File: config.mk
export PLATFORM = sky130hd
export DESIGN_NAME = draw_cmd_scheduler
export DESIGN_NICKNAME = d
export VERILOG_FILES = /design/src/rtl/draw_cmd_scheduler.sv
export SDC_FILE = /design/constraint.sdc
export NUM_CORES = 1
export LEC_CHECK = 0
export ABC_AREA = 1
export ABC_CLOCK_PERIOD_IN_PS = 2620
export BUFFER_PORTS_ARGS = -buffer_cell sky130_fd_sc_hd__buf_2
export CORE_ASPECT_RATIO = 1.75
export CORE_MARGIN = 2
export CORE_UTILIZATION = 55
export CTS_BUF_LIST = sky130_fd_sc_hd__clkbuf_16
export CTS_CLUSTER_DIAMETER = 200
export DETAILED_ROUTE_END_ITERATION = 16
export PLACE_DENSITY = 0.7
export SETUP_SLACK_MARGIN = 0.3
export SLEW_MARGIN = 10
export SYNTH_ARGS = -nofsm -noshare
export SYNTH_HDL_FRONTEND = slang
export SYNTH_SLANG_ARGS = --single-unit
File: constraint.sdc
create_clock -name CLK -period 2.62 [get_ports CLK]
set_input_delay 0.262 -clock CLK [delete_from_list [all_inputs] [get_ports CLK]]
set_output_delay 0.262 -clock CLK [all_outputs]
set_load 0.01 [all_outputs]
File: src/rtl/draw_cmd_scheduler.sv
// Drawing command scheduler: queues opcodes, starts one engine at a time.
// Ports: CLK/RST_N, CMD_VALID/CMD_OP/CMD_READY in, ENG_START/ENG_DONE,
// FU_REQ/FU_ACK, SEL mux code, BUSY, sticky ERR with ERR_CLR.
module draw_cmd_scheduler #(
   parameter int DEPTH  = 4,
   parameter int WDOG_W = 20
) (
   input  logic       CLK,
   input  logic       RST_N,
   input  logic       CMD_VALID,
   input  logic [3:0] CMD_OP,
   output logic       CMD_READY,
   output logic [4:0] ENG_START,
   input  logic [4:0] ENG_DONE,
   output logic       FU_REQ,
   input  logic       FU_ACK,
   output logic [3:0] SEL,
   output logic       BUSY,
   output logic       ERR,
   input  logic       ERR_CLR
);
   localparam int AW = $clog2(DEPTH);
   localparam logic [AW:0] FULL = (AW+1)'(DEPTH);
   // Last count before the limit: reaching all-ones without done times out.
   localparam logic [WDOG_W-1:0] WLAST = {{(WDOG_W-1){1'b1}}, 1'b0};
   localparam logic [3:0] OP_FU   = 4'd10;
   localparam logic [3:0] OP_IDLE = 4'd15;

   typedef enum logic [1:0] {
      S_IDLE,
      S_ISSUE,
      S_WAIT,
      S_FU_WAIT
   } state_t;

   logic [3:0]        mem [DEPTH];
   logic [AW-1:0]     wptr;
   logic [AW-1:0]     rptr;
   logic [AW:0]       count;
   state_t            state;
   logic [3:0]        cur_op;
   logic [WDOG_W-1:0] wdog;
   logic              err;

   logic       accept;
   logic       queue_op;
   logic       noop;
   logic       push;
   logic       pop;
   logic       illegal;
   logic [4:0] op_oh;
   logic       waiting;
   logic       done;
   logic       timeout;

   assign CMD_READY = (count < FULL);
   assign accept    = CMD_VALID && CMD_READY;
   assign queue_op  = (CMD_OP <= 4'd4) || (CMD_OP == OP_FU);
   assign noop      = (CMD_OP == OP_IDLE);
   assign push      = accept && queue_op;
   assign illegal   = accept && !queue_op && !noop;
   assign pop       = (state == S_IDLE) && (count != '0);

   assign op_oh   = (cur_op <= 4'd4) ? (5'b00001 << cur_op) : 5'b00000;
   assign waiting = (state == S_WAIT) || (state == S_FU_WAIT);
   assign done    = ((state == S_WAIT) && |(ENG_DONE & op_oh)) ||
                    ((state == S_FU_WAIT) && FU_ACK);
   // Completion on the limit cycle wins over the timeout.
   assign timeout = waiting && !done && (wdog == WLAST);

   always_ff @(posedge CLK) begin
      if (push) mem[wptr] <= CMD_OP;
   end

   always_ff @(posedge CLK or negedge RST_N) begin
      if (!RST_N) begin
         wptr  <= '0;
         rptr  <= '0;
         count <= '0;
      end else begin
         if (push) wptr <= wptr + 1'b1;
         if (pop)  rptr <= rptr + 1'b1;
         unique case ({push, pop})
            2'b10:   count <= count + 1'b1;
            2'b01:   count <= count - 1'b1;
            default: count <= count;
         endcase
      end
   end

   always_ff @(posedge CLK or negedge RST_N) begin
      if (!RST_N) begin
         state  <= S_IDLE;
         cur_op <= OP_IDLE;
         wdog   <= '0;
      end else begin
         unique case (state)
            S_IDLE: begin
               if (pop) begin
                  cur_op <= mem[rptr];
                  state  <= S_ISSUE;
               end
            end
            S_ISSUE: begin
               wdog <= '0;
               if (cur_op == OP_FU)       state <= S_FU_WAIT;
               else if (cur_op <= 4'd4)   state <= S_WAIT;
               else                       state <= S_IDLE;
            end
            S_WAIT, S_FU_WAIT: begin
               if (done || timeout) state <= S_IDLE;
               else                 wdog  <= wdog + 1'b1;
            end
            default: state <= S_IDLE;
         endcase
      end
   end

   // Set beats a simultaneous clear.
   always_ff @(posedge CLK or negedge RST_N) begin
      if (!RST_N) err <= 1'b0;
      else        err <= (err && !ERR_CLR) || illegal || timeout;
   end

   always_comb begin
      SEL       = OP_IDLE;
      ENG_START = 5'b00000;
      FU_REQ    = 1'b0;
      unique case (state)
         S_ISSUE: begin
            SEL       = cur_op;
            ENG_START = op_oh;
            FU_REQ    = (cur_op == OP_FU);
         end
         S_WAIT: SEL = cur_op;
         S_FU_WAIT: begin
            SEL    = OP_FU;
            FU_REQ = 1'b1;
         end
         default: ;
      endcase
   end

   assign BUSY = (state != S_IDLE) || (count != '0);
   assign ERR  = err;

endmodule

Word level (Yosys, flattened, before mapping)
Memories as Yosys holds them, arrays and structs flattened. A register that Yosys moved wholly into a read port is not among the register bits.
Index checks and enable logic that the tools add are counted.
- $add $sub $neg: 5
- order comparisons: 3
- equality and inequality tests: 12
- shift-type cells: 1
- muxes and demuxes: 14
- bitwise gates (word level): 1
- reductions and logical operators: 33
- operator list (kind ; count):
    20-bit one-hot mux with 2 select lines ; 1
    20-bit by 1-bit adder with 20-bit output, second input constant ; 1
    20-bit == test, second input constant ; 1
    20-bit 2-to-1 mux ; 1
    4-bit == test, second input constant ; 3
    1-bit logical AND ; 10
    5-bit 2-to-1 mux ; 2
    4-bit by 3-bit less-or-equal comparator with 1-bit output, second input constant ; 2
    2-bit 2-to-1 mux ; 4
    4-bit one-hot mux with 2 select lines ; 1
    1-bit logical OR ; 7
    2-bit == test, second input constant ; 3
    2-bit inequality test, second input constant ; 3
    2-bit one-hot mux with 3 select lines ; 1
    3-bit one-hot mux with 2 select lines ; 1
    2-bit AND reduction ; 3
    2-bit nonzero test ; 3
    5-bit bitwise AND ; 1
    1-bit logical NOT ; 5
    5-bit OR reduction ; 1
    1-bit by 4-bit << shifter with 5-bit output, first input constant ; 1
    2-bit by 1-bit adder with 2-bit output, second input constant ; 2
    2-bit by 1-bit == test with 1-bit output, second input constant ; 2
    2-bit OR reduction ; 2
    7 further kinds ; 8
- register bits: 30
- RAM bits: 16
- input port bits: 14
- output and inout port bits: 13
- word-level logic and storage cells: 76
- memories kept: 1
- memory list (memory ; depth ; bits a word ; read ports ; clocked after Yosys merged registers in ; write ports ; line ; text):
    mem ; 4 ; 4 ; 1 ; 1 ; 1 ; 36 ; logic [3:0] mem [DEPTH];

Depth between registers and ports, before layout
- depth after elaboration: 12
- gate-level depth with buffers: 12

Least setup slack after synthesis
Ideal clock, no wire load.
- path kind: register -> register
- start: reg state[1]
- end: reg count[2]
- setup time: 131 ps
- data arrival time: 1900 ps
- data required time: 2489 ps
- path slack: 589 ps
- cell stages (with the launch flop): 11
- path buffers: 0
- period minus slack after synthesis: 2031 ps
- path through: dfrtp_1 -> inv_1 -> ha_1 -> o31ai_1 -> clkinv_1 -> ha_1 -> inv_1 -> fa_1 -> a21oi_1 -> o21ai_0 -> xor2_1
- cells in the longest elaborated chain, start to end: 4
- elaborated cells on any way between the ends: 6
- classes of those cells: eq/ne (2); mux (1); reduce/logical (3)
- RTL lines (what ; line ; text):
    from (decl) ; 40 ; state_t state;
    from (signal assigned) ; 93 ; state <= S_IDLE;
    from (signal assigned) ; 101 ; state <= S_ISSUE;
    from (signal assigned) ; 106 ; if (cur_op == OP_FU) state <= S_FU_WAIT;
    2-bit logical NOT * ; 62 ; assign pop = (state == S_IDLE) && (count != '0);
    1-bit logical AND * ; 62 ;
    net pop ; 49 ; logic pop;
    2-bit by 1-bit == test with 1-bit output / 2-bit == test (equally long branches) ; 83 ; unique case ({push, pop})
    3-bit one-hot mux with 2 select lines / 2-bit nonzero test (equally long branches) ; -- ;
    to (signal assigned) ; 84 ; 2'b10: count <= count + 1'b1;
    to (signal assigned) ; 85 ; 2'b01: count <= count - 1'b1;
    to (signal assigned) ; 86 ; default: count <= count;
    to (decl) ; 39 ; logic [AW:0] count;
Mark *: on every way through the listed nets, which the timed path passes. The rest lies on a longest branch.
A chain may end at the register's enable or synchronous reset.

Worst setup path in the final report
Ends and elaborated chain as after synthesis.

==> impl_metrics.py <==
metrics = {
    "grt": {
        "grt_max_degree": 35,
        "grt_pass1_wl_um": 11320,
        "grt-ovfl-total": 0,
        "antenna_found_initial": 0,
        "grt_pass1_vias": 2546,
        "gr-usage-all-layers_pct": 24.26,
    },
    "drt": {
        "drt_first_pass_iters": 4,
        "drtIter0Drc": 114,
        "wl_per_cell_um": 14.30,
        "postRouteAntennaNets": 0,
        "vias": 2577,
        "drt_wl_total_um": 6879,
        "post_drt_via_cell_ratio": 5.358,
        "drc_errors": 0,
    },
    "critical_path": {
        "worstSetupPathType": "reg -> reg",
        "cp.arrival_ns": 2.26,
        "cp_max_fo": 6,
        "cp-start-kind": "flip-flop",
        "r2r.worst_path.cells": 10,
        "rr_startpoint": "state[1]",
        "required_ns": 2.78,
        "worst_setup_path_end_kind": "flip-flop",
        "crit_start": "state[1]",
    },
    "cts": {
        "clk_pin_slew_ns": 0.07,
        "clk_path_buf_depth": 2,
        "cts_tree": "yes",
        "cts_made_buffers": 5,
        "postCtsSetupRepairBufs": 0,
        "cts_max_level": 2,
        "cts_resized": 0,
        "clk_latency_ns": 0.29,
        "holdBufCountCts": 0,
        "clkSinkCount": 50,
        "root_buffer": "clkbuf_16",
    },
    "synth": {
        "syn-cell-area_um2": 3103,
        "ys_types": 34,
        "synthCells": 382,
        "yosysWarnings": 0,
        "avgSynthCellArea_um2": 8.123,
        "syn-num-nets": 408,
        "ys_seq_area_share_pct": 43.06,
        "ys_ff_latch": 50,
    },
    "floorplanning": {
        "dieHeight_um": 103.4,
        "num_rows": 36,
        "core_region_area_um2": 5495,
        "ios": 27,
        "die_area_um2": 6283,
        "start_util_pct": 56.47,
        "dieWidth_um": 60.78,
    },
    "timing": {
        "maxSlewViolCount": 0,
        "setup_tns_ns": 0,
        "timing.final.crit_period_ns": 2.096,
        "fmax_mhz": 477.2,
        "grt_setup_unrepaired": "no",
        "worst_slew_pin_slew_ns": 0.8911,
        "finalCritPeriodShare_pct": 79.98,
        "finClkSkew_ns": 0.003183,
        "maxSlewHeadroom_pct": 40.45,
        "hold_viol_final": 0,
        "setup_viol": 0,
    },
    "worst_hold_path": {
        "hp-class": "in -> async",
    },
    "flow_run": {
        "maxCapViolCount": 0,
    },
    "placed_design": {
        "portBuffers": 26,
        "dp.cells": 473,
        "place.gp.congestion": 0.9572,
        "dp_hpwl_um": 5178,
    },
    "finish": {
        "drive_gt1_share_pct": 16.54,
        "layout.nets": 430,
        "diodes": 0,
        "instances_no_fill": 481,
        "area_growth_pct": 9.597,
    },
    "power": {
        "finalPower_uw": 2973,
        "pwr_density_cell_nw_per_um2": 874.3,
        "vdd_drop_max_mv": 0.6586,
        "p_leak_uw": 0.001446,
    },
    "outcome": {
        "outcome": "finished clean",
    },
}
through the flow:
stage | util [%] | setup WS, ns | hold slack, ns | instance area [um2]
after floorplan | - | 0.5892 | -0.03359 | 3103
after global placement | 59.08 | 0.5248 | 0.3810 | 3247
after detailed placement | 59.08 | 0.4906 | 0.3864 | 3247
after CTS | 61.82 | 0.4749 | 0.07785 | 3397
after global routing | 61.89 | 0.3083 | 0.1255 | 3401
final | 61.89 | 0.5245 | 0.04962 | 3401
cells in the final DEF, fill, tap and decap left out, drive strengths merged:
| cell | count |
|---|---|
| fa | 1 |
| or2 | 1 |
| edfxtp | 16 |
| o31ai | 1 |
| nand2 | 81 |
| ha | 11 |
| o211ai | 1 |
| a21oi | 4 |
| o32ai | 4 |
| nor4 | 1 |
| nor3 | 3 |
| o21ai | 15 |
| inv | 35 |
| dfrtp | 30 |
| o21bai | 1 |
| dfstp | 4 |
| nand3 | 58 |
| clkinv | 3 |
| a22o | 1 |
| nand4 | 9 |
| buf | 27 |
| clkbuf | 5 |
| clkinvlp | 1 |
| o22ai | 1 |
| xor2 | 11 |
| nor2 | 73 |
| xnor2 | 7 |
state kept, by name, summed over array words and instances, names as in the netlist:
name,flops
wptr,2
state,2
cur_op,4
wdog,20
rptr,2
mem,16
ERR,1
count,3
cell usage after synthesis (all sizes together):
| library cell | number | share of area (%) |
|---|---|---|
| fa | 1 | 0.65 |
| nand3 | 58 | 11 |
| nor2 | 73 | 9.4 |
| o31ai | 1 | 0.24 |
| clkbuf | 4 | 0.48 |
| inv | 34 | 4.1 |
| clkinv | 2 | 0.24 |
| o211ai | 1 | 0.24 |
| dfstp | 4 | 3.4 |
| nand2 | 81 | 10 |
| nand4 | 9 | 2.0 |
| a22o | 1 | 0.28 |
| nor3 | 3 | 0.65 |
| o21ai | 15 | 2.4 |
| dfrtp | 30 | 24 |
| o32ai | 4 | 1.1 |
| o22ai | 1 | 0.20 |
| xor2 | 11 | 3.1 |
| edfxtp | 16 | 15 |
| buf | 8 | 2.4 |
| a21oi | 4 | 0.65 |
| xnor2 | 7 | 2.0 |
| ha | 11 | 4.4 |
| or2 | 1 | 0.20 |
| nor4 | 1 | 0.20 |
| o21bai | 1 | 0.60 |
cells by family after synthesis:
| family | synth area share, % |
|---|---|
| simple gates | 33.79 |
| compound gates | 5.766 |
| xor+xnor | 5.081 |
| flops | 43.06 |
| buf+inv | 7.217 |
| fa+ha+maj | 5.081 |
metal layers:
layer	part of all wire, %	track usage [%]	vias to the layer above
li1	-	-	1292
met1	36	24.48	1221
met4	3.7	10.70	0
met3	1.9	2.612	20
met2	58	47.39	44
met5	0	0	-
path summary, 6_finish.rpt:
kind,slack [ns],to
max reg2reg,0.52,count[2]
min,0.05,wdog[18]
min reg2reg,0.50,count[0]
max in group asynchronous,2.01,state[1]
min in group CLK,0.18,ERR
max,0.52,count[2]
power by group:
part | total, uW | switching (uW) | internal, uW
registers | 1120 | 155 | 967
logic | 1200 | 823 | 380
clock network | 649 | 290 | 359
worst max-delay path: stages (launching register included):
cell,delay (ns)
dfrtp_2,0.46
inv_1,0.13
ha_2,0.22
o31ai_1,0.11
clkinv_1,0.07
ha_1,0.13
inv_1,0.06
fa_1,0.38
a21oi_1,0.14
o21ai_0,0.11
xor2_1,0.16
area by class of cell:
cell class	instances	area, um2
Fill cell	499	2095
Multi-Input combinational cell	284	1545
Sequential cell	50	1338
Timing Repair Buffer	27	137.6
Inverter	36	135.1
Clock buffer	5	125.1
Tap cell	76	95.09
Clock inverter	3	25.02
No activity file was read; power rests on OpenSTA's default activity.
